==> src/rtl/stage2_pkg.sv <==
// Shared types, widths, Q-format constants and output saturation for the
// AILayerNorm Stage2 normaliser.
package stage2_pkg;

  localparam int X_W   = 9;
  localparam int EX_W  = 22;
  localparam int EX2_W = 32;
  localparam int Y_W   = 16;

  localparam int EX_FRAC  = 8;
  localparam int EX2_FRAC = 16;
  localparam int Y_FRAC   = 8;

  typedef enum logic [2:0] {
    S_IDLE,
    S_COLLECT,
    S_VAR,
    S_SQRT,
    S_DIV,
    S_OUT
  } state_e;

  function automatic logic signed [Y_W-1:0] sat16(input logic signed [47:0] v);
    if (v > 48'sd32767) begin
      return 16'sh7FFF;
    end
    if (v < -48'sd32768) begin
      return 16'sh8000;
    end
    return v[Y_W-1:0];
  endfunction

endpackage

==> src/rtl/isqrt_u32.sv <==
// Restoring bit-serial integer square root: floor(sqrt(i_rad)) in 16 cycles.
// o_done and o_root are valid together in the cycle of the final iteration.
module isqrt_u32 (
  input  logic        i_clk,
  input  logic        i_rstn,
  input  logic        i_start,
  input  logic [31:0] i_rad,
  output logic        o_done,
  output logic [15:0] o_root
);

  logic        busy_q, busy_d;
  logic [3:0]  cnt_q, cnt_d;
  logic [31:0] rad_q, rad_d;
  logic [17:0] rem_q, rem_d;
  logic [15:0] root_q, root_d;
  logic [19:0] rem_sh, trial;

  always_comb begin
    busy_d = busy_q;
    cnt_d  = cnt_q;
    rad_d  = rad_q;
    rem_d  = rem_q;
    root_d = root_q;
    o_done = 1'b0;
    rem_sh = {rem_q, rad_q[31:30]};
    trial  = {2'b00, root_q, 2'b01};
    if (i_start) begin
      busy_d = 1'b1;
      cnt_d  = '0;
      rad_d  = i_rad;
      rem_d  = '0;
      root_d = '0;
    end else if (busy_q) begin
      rad_d = {rad_q[29:0], 2'b00};
      cnt_d = cnt_q + 4'd1;
      // remainder never exceeds 2*root, so 18 bits always hold it
      if (rem_sh >= trial) begin
        rem_d  = 18'(rem_sh - trial);
        root_d = {root_q[14:0], 1'b1};
      end else begin
        rem_d  = rem_sh[17:0];
        root_d = {root_q[14:0], 1'b0};
      end
      if (cnt_q == 4'd15) begin
        o_done = 1'b1;
        busy_d = 1'b0;
      end
    end
  end

  assign o_root = root_d;

  always_ff @(posedge i_clk or negedge i_rstn) begin
    if (!i_rstn) begin
      busy_q <= 1'b0;
      cnt_q  <= '0;
    end else begin
      busy_q <= busy_d;
      cnt_q  <= cnt_d;
    end
  end

  always_ff @(posedge i_clk) begin
    rad_q  <= rad_d;
    rem_q  <= rem_d;
    root_q <= root_d;
  end

endmodule

==> src/rtl/stage2_norm.sv <==
// AILayerNorm Stage2: buffers x_norm, derives std and 1/std, streams y.
// Define STAGE2_AFFINE_EN to add gamma/beta scaling on the output.
module stage2_norm
  import stage2_pkg::*;
#(
  parameter int N   = 8,
  parameter int EPS = 1
) (
  input  logic                   i_clk,
  input  logic                   i_rstn,
  input  logic                   i_valid,
  input  logic signed [X_W-1:0]  i_x_norm,
  input  logic                   i_S1_done,
  input  logic signed [EX_W-1:0] i_Ex,
  input  logic [EX2_W-1:0]       i_Ex2,
`ifdef STAGE2_AFFINE_EN
  input  logic signed [7:0]      i_gamma,
  input  logic signed [Y_W-1:0]  i_beta,
`endif
  output logic                   o_valid,
  output logic signed [Y_W-1:0]  o_y,
  output logic [Y_W-1:0]         o_inv_std,
  output logic                   o_busy,
  output logic                   o_S2_done
);

  localparam int PTR_W    = $clog2(N + 1);
  localparam int IDX_W    = (N > 1) ? $clog2(N) : 1;
  localparam int SQ_SHIFT = 2 * EX_FRAC - EX2_FRAC;
  localparam int G_FRAC   = 6;
  localparam logic signed [44:0] VAR_MAX = 45'sh0_FFFF_FFFF - 45'(EPS);
  localparam logic [PTR_W-1:0]   N_PTR   = PTR_W'(N);
  localparam logic [PTR_W-1:0]   PTR_ONE = PTR_W'(1);

  state_e                 state_q, state_d;
  logic [PTR_W-1:0]       wptr_q, wptr_d;
  logic [PTR_W-1:0]       rd_idx_q, rd_idx_d;
  logic [3:0]             div_cnt_q, div_cnt_d;
  logic                   o_valid_q, o_valid_d;
  logic                   o_done_q, o_done_d;
  logic signed [Y_W-1:0]  o_y_q, o_y_d;
  logic [Y_W-1:0]         o_inv_q, o_inv_d;

  logic signed [X_W-1:0]  buf_q [N];
  logic                   buf_we;
  logic signed [EX_W-1:0] ex_q, ex_d;
  logic [EX2_W-1:0]       ex2_q, ex2_d;
  logic [15:0]            std_q, std_d;
  logic [15:0]            rem_q, rem_d;
  logic [15:0]            quo_q, quo_d;
`ifdef STAGE2_AFFINE_EN
  logic signed [7:0]      gamma_q, gamma_d;
  logic signed [Y_W-1:0]  beta_q, beta_d;
  logic signed [23:0]     yg;
  logic signed [47:0]     yg_w, yg_sh, beta_w, aff_sum;
`endif

  logic                   sqrt_start, sqrt_done;
  logic [15:0]            sqrt_root;
  logic signed [43:0]     ex_w, sq, sq_al;
  logic signed [44:0]     var_diff, var_sat;
  logic [31:0]            var_c;
  logic [16:0]            rem_sh, rem_sub;
  logic                   div_ge, emit;
  logic [15:0]            quo_step, inv_next, inv_use;
  logic signed [X_W-1:0]  rd_x;
  logic signed [23:0]     diff;
  logic signed [40:0]     prod;
  logic signed [47:0]     prod_w, y_w;
  logic signed [Y_W-1:0]  y_norm, y_out;
  logic                   unused_bits;

  assign unused_bits = ^{sq_al[43:32], var_sat[44:32], rem_sub[16], quo_q[15]};

  isqrt_u32 u_isqrt (
    .i_clk   (i_clk),
    .i_rstn  (i_rstn),
    .i_start (sqrt_start),
    .i_rad   (var_c),
    .o_done  (sqrt_done),
    .o_root  (sqrt_root)
  );

  // Datapath: variance, one divider step, and the output sample
  always_comb begin
    ex_w     = {{(44 - EX_W){ex_q[EX_W-1]}}, ex_q};
    sq       = ex_w * ex_w;
    sq_al    = sq >>> SQ_SHIFT;
    var_diff = $signed({13'd0, ex2_q}) - $signed({13'd0, sq_al[31:0]});
    if (var_diff < 0) begin
      var_sat = '0;
    end else if (var_diff > VAR_MAX) begin
      var_sat = VAR_MAX;
    end else begin
      var_sat = var_diff;
    end
    var_c = var_sat[31:0] + 32'(EPS);

    // 2^16 / std: the dividend's bit 16 is preloaded as remainder 1
    rem_sh   = {rem_q, 1'b0};
    rem_sub  = rem_sh - {1'b0, std_q};
    div_ge   = (rem_sh >= {1'b0, std_q});
    quo_step = {quo_q[14:0], div_ge};
    inv_next = (std_q <= 16'd1) ? 16'hFFFF : quo_step;
    inv_use  = (state_q == S_DIV) ? inv_next : o_inv_q;

    rd_x   = buf_q[rd_idx_q[IDX_W-1:0]];
    diff   = {{(24 - X_W - EX_FRAC){rd_x[X_W-1]}}, rd_x, {EX_FRAC{1'b0}}}
           - {{(24 - EX_W){ex_q[EX_W-1]}}, ex_q};
    prod   = {{17{diff[23]}}, diff} * {25'd0, inv_use};
    prod_w = {{7{prod[40]}}, prod};
    y_w    = prod_w >>> Y_FRAC;
    y_norm = sat16(y_w);
`ifdef STAGE2_AFFINE_EN
    yg      = {{8{y_norm[Y_W-1]}}, y_norm} * {{16{gamma_q[7]}}, gamma_q};
    yg_w    = {{24{yg[23]}}, yg};
    yg_sh   = yg_w >>> G_FRAC;
    beta_w  = {{32{beta_q[Y_W-1]}}, beta_q};
    aff_sum = yg_sh + beta_w;
    y_out   = sat16(aff_sum);
`else
    y_out   = y_norm;
`endif
  end

  always_comb begin
    state_d    = state_q;
    wptr_d     = wptr_q;
    rd_idx_d   = rd_idx_q;
    div_cnt_d  = div_cnt_q;
    o_valid_d  = 1'b0;
    o_done_d   = 1'b0;
    o_y_d      = o_y_q;
    o_inv_d    = o_inv_q;
    ex_d       = ex_q;
    ex2_d      = ex2_q;
    std_d      = std_q;
    rem_d      = rem_q;
    quo_d      = quo_q;
    buf_we     = 1'b0;
    sqrt_start = 1'b0;
    emit       = 1'b0;
`ifdef STAGE2_AFFINE_EN
    gamma_d    = gamma_q;
    beta_d     = beta_q;
`endif
    unique case (state_q)
      S_IDLE, S_COLLECT: begin
        if (i_valid) begin
          if (state_q == S_IDLE) state_d = S_COLLECT;
          if (wptr_q < N_PTR) begin
            buf_we = 1'b1;
            wptr_d = wptr_q + PTR_ONE;
          end
        end
        if (i_S1_done) begin
          ex_d    = i_Ex;
          ex2_d   = i_Ex2;
`ifdef STAGE2_AFFINE_EN
          gamma_d = i_gamma;
          beta_d  = i_beta;
`endif
          state_d = S_VAR;
        end
      end
      S_VAR: begin
        sqrt_start = 1'b1;
        state_d    = S_SQRT;
      end
      S_SQRT: begin
        if (sqrt_done) begin
          std_d     = sqrt_root;
          rem_d     = 16'd1;
          quo_d     = '0;
          div_cnt_d = '0;
          rd_idx_d  = '0;
          state_d   = S_DIV;
        end
      end
      S_DIV: begin
        rem_d     = div_ge ? rem_sub[15:0] : rem_sh[15:0];
        quo_d     = quo_step;
        div_cnt_d = div_cnt_q + 4'd1;
        // first sample is formed from the fresh quotient so it lands right at DIV exit
        if (div_cnt_q == 4'd15) begin
          o_inv_d = inv_next;
          if (wptr_q == '0) begin
            o_done_d = 1'b1;
            state_d  = S_IDLE;
          end else begin
            emit    = 1'b1;
            state_d = S_OUT;
          end
        end
      end
      S_OUT: begin
        if (rd_idx_q == wptr_q) begin
          wptr_d  = '0;
          state_d = S_IDLE;
        end else begin
          emit = 1'b1;
        end
      end
      default: state_d = S_IDLE;
    endcase

    if (emit) begin
      o_valid_d = 1'b1;
      o_y_d     = y_out;
      rd_idx_d  = rd_idx_q + PTR_ONE;
      o_done_d  = ((rd_idx_q + PTR_ONE) == wptr_q);
    end
  end

  always_ff @(posedge i_clk or negedge i_rstn) begin
    if (!i_rstn) begin
      state_q   <= S_IDLE;
      wptr_q    <= '0;
      rd_idx_q  <= '0;
      div_cnt_q <= '0;
      o_valid_q <= 1'b0;
      o_done_q  <= 1'b0;
      o_y_q     <= '0;
      o_inv_q   <= '0;
    end else begin
      state_q   <= state_d;
      wptr_q    <= wptr_d;
      rd_idx_q  <= rd_idx_d;
      div_cnt_q <= div_cnt_d;
      o_valid_q <= o_valid_d;
      o_done_q  <= o_done_d;
      o_y_q     <= o_y_d;
      o_inv_q   <= o_inv_d;
    end
  end

  always_ff @(posedge i_clk) begin
    if (buf_we) buf_q[wptr_q[IDX_W-1:0]] <= i_x_norm;
    ex_q  <= ex_d;
    ex2_q <= ex2_d;
    std_q <= std_d;
    rem_q <= rem_d;
    quo_q <= quo_d;
`ifdef STAGE2_AFFINE_EN
    gamma_q <= gamma_d;
    beta_q  <= beta_d;
`endif
  end

  assign o_valid   = o_valid_q;
  assign o_y       = o_y_q;
  assign o_inv_std = o_inv_q;
  assign o_S2_done = o_done_q;
  assign o_busy    = !((state_q == S_IDLE) || (state_q == S_COLLECT));

endmodule

==> config.mk <==
export PLATFORM = sky130hd
export DESIGN_NAME = stage2_norm
export DESIGN_NICKNAME = d
export VERILOG_FILES = /design/src/rtl/stage2_pkg.sv /design/src/rtl/isqrt_u32.sv /design/src/rtl/stage2_norm.sv
export SDC_FILE = /design/constraint.sdc
export NUM_CORES = 2
export LEC_CHECK = 0
export CAP_MARGIN = 20
export CORE_ASPECT_RATIO = 1.5
export CORE_MARGIN = 8
export CORE_UTILIZATION = 45
export CTS_CLUSTER_DIAMETER = 50
export CTS_CLUSTER_SIZE = 30
export DETAILED_ROUTE_END_ITERATION = 8
export GPL_TIMING_DRIVEN = 0
export HOLD_SLACK_MARGIN = 0.1
export PLACE_DENSITY = 0.59
export SLEW_MARGIN = 20
export SYNTH_ARGS = -nofsm -noshare
export SYNTH_HDL_FRONTEND = slang
export SYNTH_SLANG_ARGS = --single-unit
==> constraint.sdc <==
create_clock -name i_clk -period 13.6 [get_ports i_clk]
set_input_delay 2.72 -clock i_clk [delete_from_list [all_inputs] [get_ports i_clk]]
set_output_delay 2.72 -clock i_clk [all_outputs]
set_load 0.005 [all_outputs]
* Word-level counts from Yosys, hierarchy flattened
Memories as Yosys holds them, arrays and structs flattened.
Cells that the tools add are included.
** Operators by class
- $add $sub $neg :: 9
- $mul :: 2
- $lt $le $gt $ge :: 8
- Eq/ne operators :: 16
- Muxes and demuxes :: 61
- Reduce and logical (&&, ||, !) cells :: 17
** Operators by type and width (count)
- $mux 16 :: 10
- $mux 32 :: 4
- $mul 23x17->40 :: 1
- $gt 33x33->1 const B :: 1
- $lt 33x1->1 const B :: 1
- $sub 32x32->33 :: 1
- $add 32x1->32 const B :: 1
- $gt 32x16->1 const B :: 1
- $lt 32x16->1 const B :: 1
- $mul 22x22->32 :: 1
- $mux 4 :: 8
- $pmux 16 s2 :: 1
- $pmux 15 s2 :: 1
- $mux 1 :: 24
- $sub 17x22->23 :: 1
- $mux 3 :: 7
- $ge 20x18->1 :: 1
- $mux 18 :: 1
- $sub 18x18->18 :: 1
- $ge 17x16->1 :: 1
- $add 4x1->4 const B :: 4
- $le 16x1->1 const B :: 1
- $pmux 4 s2 :: 2
- $sub 16x16->16 :: 1
- other kinds (21) :: 37
** Storage, ports and cells
- Bits in registers :: 221
- RAM bits :: 72
- Bits of input ports :: 67
- Output and inout bits :: 35
- Word-level logic and storage cells :: 132
- Memories kept :: 1
** Memories
- buf_q :: words 8, width 9, read ports 1, clocked after memory_dff 0, write ports 1, RTL line stage2_norm.sv:44 : logic signed [X_W-1:0] buf_q [N];

* Depth between registers and ports, before layout
- Word-level depth :: 9
- Gate-level depth with buffers :: 47
- Gate-level depth less buffers :: 44

* By module
Synthesis repeated with hierarchy kept, for this count alone.
** Unflattened totals
- Cells, all modules :: 4479
- Area, all modules :: 42455.7 sq um
** Modules (own cells, without submodules)
- stage2_norm :: times used 1, cells each 4109, area each 38511.9 sq um, seq. area each 6421.2 sq um
- isqrt_u32 :: times used 1, cells each 370, area each 3943.8 sq um, seq. area each 1766.7 sq um

* Worst setup path before layout
Ideal clock, no wire load.
- Kind :: register to register
- Start point :: register rd_idx_q[0]
- End point :: register o_y_q[10] (netlist: o_y[10])
- Library setup time :: 126 ps
- Data arrival time :: 10684 ps
- Data required time :: 13474 ps
- Slack :: 2789 ps
- Cell stages (with the launch flop) :: 40
- Buffers on the path :: 3
- Clock period less this slack :: 10811 ps
- Cells stage by stage :: dfrtp_1 -> buf_1 -> mux4_2 -> mux2_2 -> ha_1 -> nor3b_1 -> a31oi_1 -> nor2_1 -> o21ai_0 -> a21oi_1 -> o21a_1 -> o21a_1 -> o41ai_1 -> o21ai_0 -> o21a_1 -> o21ai_0 -> a31o_2 -> clkbuf_1 -> [4 not listed] -> fa_1 -> fa_1 -> fa_1 -> inv_1 -> fa_1 -> ha_1 -> a21o_1 -> a21oi_1 -> o21ai_0 -> or4_1 -> o21ai_1 -> o21ba_2 -> a21oi_1 -> xnor2_1 -> a41o_1 -> nand2_1 -> buf_2 -> o22ai_1
** On the way
- Cells in the longest elaborated chain, start to end :: 8
- Elaborated cells on any way between the ends :: 14
- Classes of those cells :: add/sub: 1; mul: 1; order compare: 2; eq/ne: 1; mux: 8; memory: 1
** RTL lines
- from (decl) :: RTL line stage2_norm.sv:37 : logic [PTR_W-1:0] rd_idx_q, rd_idx_d;
- from (signal assigned) :: RTL line stage2_norm.sv:228 : rd_idx_q <= rd_idx_d;
- $mem_v2 8x9
- $sub 17x22->23 :: RTL line stage2_norm.sv:109 : - {{(24 - EX_W){ex_q[EX_W-1]}}, ex_q};
- $mul 23x17->40 :: RTL line stage2_norm.sv:110 : prod = {{17{diff[23]}}, diff} * {25'd0, inv_use};
- $lt 32x16->1 :: RTL line stage2_pkg.sv:27 : if (v < -48'sd32768) begin
- $mux 1 (2 in series) :: RTL line stage2_pkg.sv:27
- $mux 16 :: RTL line stage2_pkg.sv:30 : return v[Y_W-1:0];
- $mux 16 :: RTL line stage2_pkg.sv:27
- to (signal assigned) :: RTL line stage2_norm.sv:232 : o_y_q <= o_y_d;
- to (decl) :: RTL line stage2_norm.sv:41 : logic signed [Y_W-1:0] o_y_q, o_y_d;
Several ways; a longest one is shown, not always the timed one. The select of a mux whose other input is x is not followed.
A chain may end at the register's enable or synchronous reset.

* Worst setup path after layout
- Start point :: register ex_q[2]
- End point :: register u_isqrt.rad_q[26], data pin
** On the way
- Cells in the longest elaborated chain, start to end :: 7
- Elaborated cells on any way between the ends :: 8
- Classes of those cells :: add/sub: 2; mul: 1; order compare: 2; mux: 3
** RTL lines
- from (decl) :: RTL line stage2_norm.sv:46 : logic signed [EX_W-1:0] ex_q, ex_d;
- from (signal assigned) :: RTL line stage2_norm.sv:239 : ex_q <= ex_d;
- $mul 22x22->32 * :: RTL line stage2_norm.sv:87 : sq = ex_w * ex_w;
- $sub 32x32->33 * :: RTL line stage2_norm.sv:89 : var_diff = $signed({13'd0, ex2_q}) - $signed({13'd0, sq_al[31:0]});
- $gt 33x33->1 :: RTL line stage2_norm.sv:92 : end else if (var_diff > VAR_MAX) begin
- $mux 32 :: RTL line stage2_norm.sv:92
- $mux 32 * :: RTL line stage2_norm.sv:90 : if (var_diff < 0) begin
- $add 32x1->32 * :: RTL line stage2_norm.sv:97 : var_c = var_sat[31:0] + 32'(EPS);
- $mux 32 * :: RTL line isqrt_u32.sv:28 : if (i_start) begin
- via u_isqrt.rad_d[26] :: RTL line isqrt_u32.sv:14 : logic [31:0] rad_q, rad_d;
- to (signal assigned) :: RTL line isqrt_u32.sv:65 : rad_q <= rad_d;
- to (decl) :: RTL line isqrt_u32.sv:14
Mark *: on every way through the listed nets, which the timed path passes. The rest lies on a longest branch.

==> run summary <==
P per Cell Area: 60.2 mW/mm²
syn avg cell area: 9.48 µm²
final setup vio count: 0
Setup TNS: 0 ps
core box area: 0.0914 mm²
Startpoint Class: flop
number of core rows: 136
critical path arrival: 13030 ps
Die W: 263 µm
Syn Std Cell Area: 0.0413 mm²
sequential fraction of the synthesis area: 19.8%
diode count: 0
delay-heaviest family, CP: adder cells
RSZ-0062 raised after global routing: false
Worst Setup End Kind: flop
worst-path fanout max: 11
relative slew slack: 21.2%
CTS clk-pin slew, worst paths: 70 ps
CP startpoint: ex_q[2]
GPL Wtd Cong: 0.911
Via density: 5.26
TritonRoute pass-1 iters: 7
Total GRT Usage: 22.1%
Adder-Cell Fraction of Synth Area: 42.5%
flops & latches, synth: 293
DRC Markers: 0
commonest cells after routing, fill and taps aside: 940 x inv_1, 688 x fa_1, 473 x nand2_1
max-slew violation count: 0
Initial Utilization: 45.2%
final instance area: 0.0454 mm²
Worst Tran Pin Value: 1170 ps
Compound-Gate Fraction of Synth Area: 7.38%
largest net degree at the start of global routing: 48
Area Growth Syn to Fin: 9.88%
vias in the first global route: 32300
die height: 387 µm
Clock Sinks: 293
GR Overflow Total: 0
io pins: 102
share of cells above drive strength 1: 4.32%
clk_skew: 50.9 ps
most common cell after layout, fill and taps aside: inv_1
first-pass GRT wire length: 177 mm
Peak VDD IR: 0.0000929 V
hold path startpoint: u_isqrt.rem_q[1]
WP data required: 13910 ps
cell repeated most along the worst path: fa_1
EDFF count, synth: 205
Synth Flop Type: edfxtp_1
routed len/inst: 19.4 µm
CP max-delay cell: edfxtp_1
Max Cap Violations: 0
Synth Area in XOR/XNOR: 4.28%
Leakage: 21.0 nW
setup bufs post-CTS: 0
CTS buffer count: 36
routed vias: 30000
Achievable Freq: 78.6 MHz
pre-CTS WS: 554 ps
Clock Tree Buf Depth: 3
Root Driver: clkbuf_16
H-tree depth: 2
area share of and/or/nand/nor cells after synthesis: 13.4%
final hold viol count: 0
WP buf/inv: 7
Setup Crit Path Kind: reg2reg
post-route ant nets: 0
setup ws final: 884 ps
Clock Latency Late Sink: 620 ps
asr flop ratio synth: 18.4%
initial antenna violation count: 4
post-placement cell area: 0.0440 mm²
die area: 0.102 mm²
Min Hold Slack: 500 ps
Synth warnings: 0
library cells used by synthesis: 103
post-route minimum period: 12720 ps
part of the cycle the worst path needs: 93.5%
Post-Synthesis Cells: 4359
Syn Nets: 5415
Critical R2R Launch: ex_q[2]
final wirelength: 111 mm
initial DRC count: 1611
post-synthesis mux area share: 2.40%
CTS tree: built
layout net count: 5564
main combinational cell family by area after synthesis: adder cells
Hold WC Path Type: reg2reg
DP HPWL: 92.2 mm
Crit path largest cell delay: 940 ps
status: complete, no violations
Port Buffer Count: 101
kinds of logic after synthesis:
kind of cell | count (synthesis)
AO/OA/AOI/OAI | 473
flip-flops | 293
buffers and inverters | 1096
multiplexers | 75
AND/OR/NAND/NOR | 1232
XOR/XNOR | 201
adder cells (fa/ha/maj) | 989
Yosys cell counts, types with 51 or more instances:
master      n  area share, %
fa_1      688             33
nor2_1    395            3.6
and2_1     83            1.3
edfxtp_1  205             15
a21oi_1   115            1.4
nand2_1   474            4.3
xnor2_1   124            2.6
clkbuf_1  109           0.99
dfrtp_1    54            3.3
ha_1      301            9.1
xor2_1     76            1.6
inv_1     940            8.5
a21o_1     51           0.93
o21ai_0   125            1.5
layout make-up:
type | count | area (µm²)
tap | 1173 | 1470
clock buffer | 36 | 901
clock inverter | 29 | 504
timing repair buffer | 112 | 1160
inverter | 949 | 3560
buffer | 146 | 663
fill | 8689 | 46000
sequential | 293 | 8190
multi-input combinational | 2970 | 28900
routing by layer:
| layer | vias to the layer above | share of wire, % | global-route usage [%] |
|---|---|---|---|
| met2 | 755 | 53 | 41.1 |
| met1 | 15100 | 37 | 25.1 |
| met3 | 285 | 4.2 | 2.51 |
| met5 | - | 0.031 | 0 |
| met4 | 4 | 5.6 | 10.5 |
| li1 | 13900 | - | - |
tightest hold or removal path: stages, from the launching register on:
cell and delay (ps):
dfxtp_1 330, inv_1 50, o22ai_1 70
path summary, 6_finish.rpt:
kind                                      to  depth (start not counted)  slack [ps]
max                        u_isqrt.rad_q[26]                         42         880
min                         u_isqrt.rem_q[1]                          2         500
max reg2reg                u_isqrt.rad_q[26]                         42         880
min reg2reg                 u_isqrt.rem_q[1]                          2         500
max in group asynchronous            o_y[15]                          2       11020
min in group asynchronous          o_S2_done                          1        2040
where the power goes:
part / total, W / switching [W] / internal [W]
Sequential: 0.00106 / 0.0000350 / 0.00103
Combinational: 0.000541 / 0.000310 / 0.000232
Clock: 0.00113 / 0.000540 / 0.000587
Total: 0.00273 / 0.000884 / 0.00185
timing repair:
item | 4_1_cts | 5_1_grt
resized for setup | 0 | 3
endpoints found under the setup margin | 0 | 16
hold buffers | 0 | 0
metrics by stage:
step / utilization (%) / total power [W] / std cells
floorplan: - / 0.00147 / 4359
CTS: 49.6 / 0.00276 / 5709
global route: 49.7 / 0.00286 / 5708
finish: 49.7 / 0.00273 / 5708
global placement: 47.9 / 0.00161 / 5633
detailed placement: 48.1 / 0.00162 / 5644
registers in the layout, summed over array words and instances (netlist names), 3 cells and up:
register	cells
buf_q	72
ex2_q	32
u_isqrt.rad_q	32
ex_q	22
u_isqrt.rem_q	18
o_inv_std	16
o_y	16
rem_q	16
std_q	16
u_isqrt.root_q	16
quo_q	15
div_cnt_q	4
rd_idx_q	4
u_isqrt.cnt_q	4
wptr_q	4
state_q	3
Power figures use the tool's default switching activity.
